--- src/rtl/alu_seq_shifter.sv ---
`timescale 1ns/1ps
// alu_seq_shifter: bit-serial shift/rotate unit for the ALU result mux.
// Shifts a captured operand by one bit per clock under a start/busy/done
// handshake so the control FSM can stall the pipeline.
// Ports:
//   clk, rst_n        clock, async active-low reset
//   start             request pulse, accepted in IDLE or DONE
//   op                00=SLL 01=SRL 10=SRA 11=ROR
//   operand_a, shamt  value and shift amount, captured on acceptance
//   busy              high while shifting
//   done              one-cycle completion pulse
//   result, carry     shifted value and last bit shifted/rotated out
module alu_seq_shifter #(
  parameter int unsigned WIDTH = 32,
  parameter int unsigned SHW   = 5
) (
  input  logic             clk,
  input  logic             rst_n,
  input  logic             start,
  input  logic [1:0]       op,
  input  logic [WIDTH-1:0] operand_a,
  input  logic [SHW-1:0]   shamt,
  output logic             busy,
  output logic             done,
  output logic [WIDTH-1:0] result,
  output logic             carry
);

  localparam logic [1:0] OP_SLL = 2'b00;
  localparam logic [1:0] OP_SRL = 2'b01;
  localparam logic [1:0] OP_SRA = 2'b10;

  typedef enum logic [1:0] {
    S_IDLE  = 2'b00,
    S_SHIFT = 2'b01,
    S_DONE  = 2'b10
  } state_t;

  state_t           state_q, state_d;
  logic [WIDTH-1:0] work_q, work_d;
  logic [SHW-1:0]   cnt_q, cnt_d;
  logic [1:0]       op_q, op_d;
  logic [WIDTH-1:0] result_d;
  logic             carry_d, busy_d, done_d;
  logic [WIDTH-1:0] step_val;
  logic             step_carry;

  // One-bit shift/rotate of the work register for the latched op.
  always_comb begin
    step_val   = work_q;
    step_carry = 1'b0;
    case (op_q)
      OP_SLL: begin
        step_val   = {work_q[WIDTH-2:0], 1'b0};
        step_carry = work_q[WIDTH-1];
      end
      OP_SRL: begin
        step_val   = {1'b0, work_q[WIDTH-1:1]};
        step_carry = work_q[0];
      end
      OP_SRA: begin
        step_val   = {work_q[WIDTH-1], work_q[WIDTH-1:1]};
        step_carry = work_q[0];
      end
      default: begin
        step_val   = {work_q[0], work_q[WIDTH-1:1]};
        step_carry = work_q[0];
      end
    endcase
  end

  // Next-state and next-output logic; outputs are registered from *_d.
  always_comb begin
    state_d  = state_q;
    work_d   = work_q;
    cnt_d    = cnt_q;
    op_d     = op_q;
    result_d = result;
    carry_d  = carry;
    busy_d   = 1'b0;
    done_d   = 1'b0;

    case (state_q)
      S_IDLE, S_DONE: begin
        if (start) begin
          work_d = operand_a;
          op_d   = op;
          cnt_d  = shamt;
          if (shamt == '0) begin
            // Zero shift completes straight away with the operand untouched.
            state_d  = S_DONE;
            result_d = operand_a;
            carry_d  = 1'b0;
          end else begin
            state_d = S_SHIFT;
          end
        end else begin
          state_d = S_IDLE;
        end
      end
      S_SHIFT: begin
        work_d = step_val;
        cnt_d  = cnt_q - SHW'(1);
        // Last step: publish the final value together with the bit it pushed out.
        if (cnt_q == SHW'(1)) begin
          state_d  = S_DONE;
          result_d = step_val;
          carry_d  = step_carry;
        end
      end
      default: state_d = S_IDLE;
    endcase

    busy_d = (state_d == S_SHIFT);
    done_d = (state_d == S_DONE);
  end

  // State and output registers.
  always_ff @(posedge clk or negedge rst_n) begin
    if (!rst_n) begin
      state_q <= S_IDLE;
      work_q  <= '0;
      cnt_q   <= '0;
      op_q    <= '0;
      result  <= '0;
      carry   <= 1'b0;
      busy    <= 1'b0;
      done    <= 1'b0;
    end else begin
      state_q <= state_d;
      work_q  <= work_d;
      cnt_q   <= cnt_d;
      op_q    <= op_d;
      result  <= result_d;
      carry   <= carry_d;
      busy    <= busy_d;
      done    <= done_d;
    end
  end

endmodule
--- config.mk ---
export PLATFORM = sky130hd
export DESIGN_NAME = alu_seq_shifter
export DESIGN_NICKNAME = d
export VERILOG_FILES = /design/src/rtl/alu_seq_shifter.sv
export SDC_FILE = /design/constraint.sdc
export NUM_CORES = 1
export LEC_CHECK = 0
export ABC_AREA = 1
export ABC_CLOCK_PERIOD_IN_PS = 1150
export CAP_MARGIN = 20
export CORE_UTILIZATION = 30
export DETAILED_ROUTE_END_ITERATION = 10
export HOLD_SLACK_MARGIN = 0.12
export PLACE_DENSITY_LB_ADDON = 0.1
export SETUP_SLACK_MARGIN = 0.02
export SYNTH_ARGS = -nofsm -noshare
export SYNTH_HDL_FRONTEND = slang
export SYNTH_SLANG_ARGS = --single-unit
--- constraint.sdc ---
create_clock -name clk -period 1.15 [get_ports clk]
set_input_delay 0.115 -clock clk [delete_from_list [all_inputs] [get_ports clk]]
set_output_delay 0.115 -clock clk [all_outputs]
set_load 0.05 [all_outputs]
==> flow_summary.toml <==
[outcome]
status = "finished with violations"
failed_checks = "negative setup slack"

[placed_design]
io_buffer_count = 76
dp_slack_ns = -0.332
dpl_cell_area_um2 = 5480
hpwl_um = 7190
dp_cells = 811
place_congestion = 0.774

[grt]
grt_usage_pct = 17.5
antenna_found_initial = 0
grt_pass1_vias = 3860
grt_pass1_wl_um = 18400
grt-ovfl-total = 0
grt_max_degree = 77

[clocking]
cts_tree = "done"
clock_latency_ns = 0.34
cts.reportedPaths.clkPinSlew_ns = 0.06
cts_made_buffers = 9
root_buffer = "clkbuf_16"
clock-sinks = 76
htree_levels = 3
cts_max_path_buffers = 2

[detailed_routing]
drt_first_iter_violations = 185
drc = 0
wl_um = 11200
vias = 3754
vias_per_cell = 4.51
drtPass1Iterations = 4
ant_nets = 0
wire_per_inst_um = 13.5

[synth]
synth_area_per_cell_um2 = 7.07
syn-num-nets = 602
postSynthCellCount = 558
ys_ff_latch = 76
synth-seq-area-share_pct = 48.2
syn-cell-area_um2 = 3940
synth_cell_type_count = 20
yosys_warnings = 0

[final_layout]
postLayoutCellArea_um2 = 5990
n_fill_cell = 1301
layout_common_cells = "290 x nand2_1, 75 x dfrtp_1, 66 x nand3_1, 43 x buf_12, 40 x clkdlybuf4s50_1"
diodes = 0
postLayoutCoreUtil_pct = 47.1
syn_to_final_growth_pct = 51.9
final_common_cell = "nand2_1"
final_cells = 832
nets = 701
drive_above_1_share_pct = 20.0

[die]
row_count = 41
io_pins = 77
initial_core_util_pct = 31.0
dieArea_um2 = 13600
dieWidth_um = 117
fp.dieH_um = 117
coreArea_um2 = 12700

[setup_path]
reg2reg_to = "result[19]"
cp_data_arrival_time_ns = 1.59
cp.required_ns = 1.42
crit_path_max_fanout = 8
end_kind = "flip-flop"
critPathLaunchType = "flip-flop"
r2r-start = "cnt_q[1]"
rrSetupSlack_ns = -0.16
crit_type = "flip-flop to flip-flop"
worstRegToRegCells = 7

[timing]
finalWorstSetupSlack_ns = -0.163
relSlewSlack_pct = 71.3
fin_worst_skew_ns = 0.00590
finalSetupViolations = 67
worst_pin_slew_ns = 0.431
rsz0062_at_grt = "true"
fin_crit_ns = 1.31
period_share_pct = 114
maxSlewViolCount = 0
hold_viol_final = 0
clock.fmax_mhz = 762

[flow_run]
cap_violations = 0

[worst_hold_path]
hp-class = "input port to async pin"

[power_and_ir_drop]
peakVddDrop_mv = 1.30
power_density_nw_per_um2 = 3450
p_leak_nw = 3.11
[worst max-delay path: stages, from the launching register on]
cell and delay [ns]:
dfrtp_1 0.39, inv_2 0.10, ha_4 0.16, nand4_4 0.15, nand2_4 0.17, clkbuf_16 0.19
nand2_2 0.04, nand2_1 0.06
[cell usage after synthesis]
master,instances,share of area [%]
a21oi_1,2,0.25
ha_1,2,0.63
clkbuf_1,5,0.48
nand3b_1,1,0.19
nor2_4,1,0.29
o221ai_1,1,0.22
nor2_1,8,0.76
buf_6,3,0.86
nor2_2,1,0.16
nand4_4,2,1.1
inv_2,2,0.19
o21ai_0,7,0.89
nand2_1,315,30
xnor2_1,1,0.22
nand2_4,1,0.29
o211ai_1,1,0.19
buf_2,20,2.5
inv_1,40,3.8
nand3_1,69,8.8
dfrtp_1,76,48
[routing by layer]
layer | vias to the layer above | part of all wire [%] | track usage [%] | wire, um
met2 | 95 | 45 | 27.9 | 5000
li1 | 1911 | - | - | -
met3 | 12 | 4.8 | 3.84 | 541
met1 | 1736 | 49 | 23.7 | 5530
met4 | 0 | 1.4 | 5.23 | 157
met5 | - | 0 | 0 | 0
[worst max path at each step]
stage / cells after the start / from / end / slack [ns]
after floorplan: 6 / state_q[0] / carry / -0.07
after global placement: 7 / shamt[0] / result[17] / -0.30
after detailed placement: 6 / shamt[2] / result[12] / -0.33
after CTS: 7 / state_q[0] / result[17] / -0.16
after global routing: 7 / cnt_q[1] / result[17] / -0.23
final: 7 / cnt_q[1] / result[19] / -0.16
[flip-flops by register name (all words and copies together) (netlist names)]
name / flops
result: 32
op_q: 2
busy: 1
state_q: 2
carry: 1
done: 1
cnt_q: 5
work_q: 32
[logic make-up (layout without fill, tap and decap cells)]
kind of cell / count (synthesis) / in the layout / synth area share, %
AND/OR/NAND/NOR: 398 / 398 / 41.5
flip-flops: 76 / 76 / 48.2
buffers and inverters: 70 / 172 / 7.87
AO/OA/AOI/OAI: 11 / 11 / 1.55
adder cells (fa/ha/maj): 2 / 2 / 0.634
XOR/XNOR: 1 / 1 / 0.222
[per-stage QoR]
step                      power, mW  hold WS (ns)  TNS (ns)
final                          20.7         0.331     -6.31
after CTS                      20.0         0.342     -7.01
after global placement         17.1         0.175    -13.99
after floorplan                12.1        -0.181     -2.19
after global routing           22.3         0.390    -11.28
after detailed placement       17.2         0.175    -15.53
[cell type report]
type                            instances  area, um^2  area share [%]
Clock buffer                           11         243            4.05
Clock inverter                          3        15.0           0.251
Inverter                               42         160            2.67
Multi-Input combinational cell        412        1880            31.4
Sequential cell                        76        1900            31.8
Tap cell                              172         215            3.59
Timing Repair Buffer                  116        1570            26.3
[repair_timing]
action,CTS,global route
hold buffers,1,0
cloned,0,3
resized for setup,9,41
buffers inserted,0,3
hold endpoints to repair,76,0
endpoints found under the setup margin,71,74
pin swaps,0,6
[power breakdown]
part	switching (mW)	internal (mW)	total, mW
logic	7.25	5.58	12.8
registers	1.19	4.07	5.25
clock network	1.08	1.48	2.56
total	9.52	11.1	20.7
Note: power is estimated with default switching activity, not from simulation.
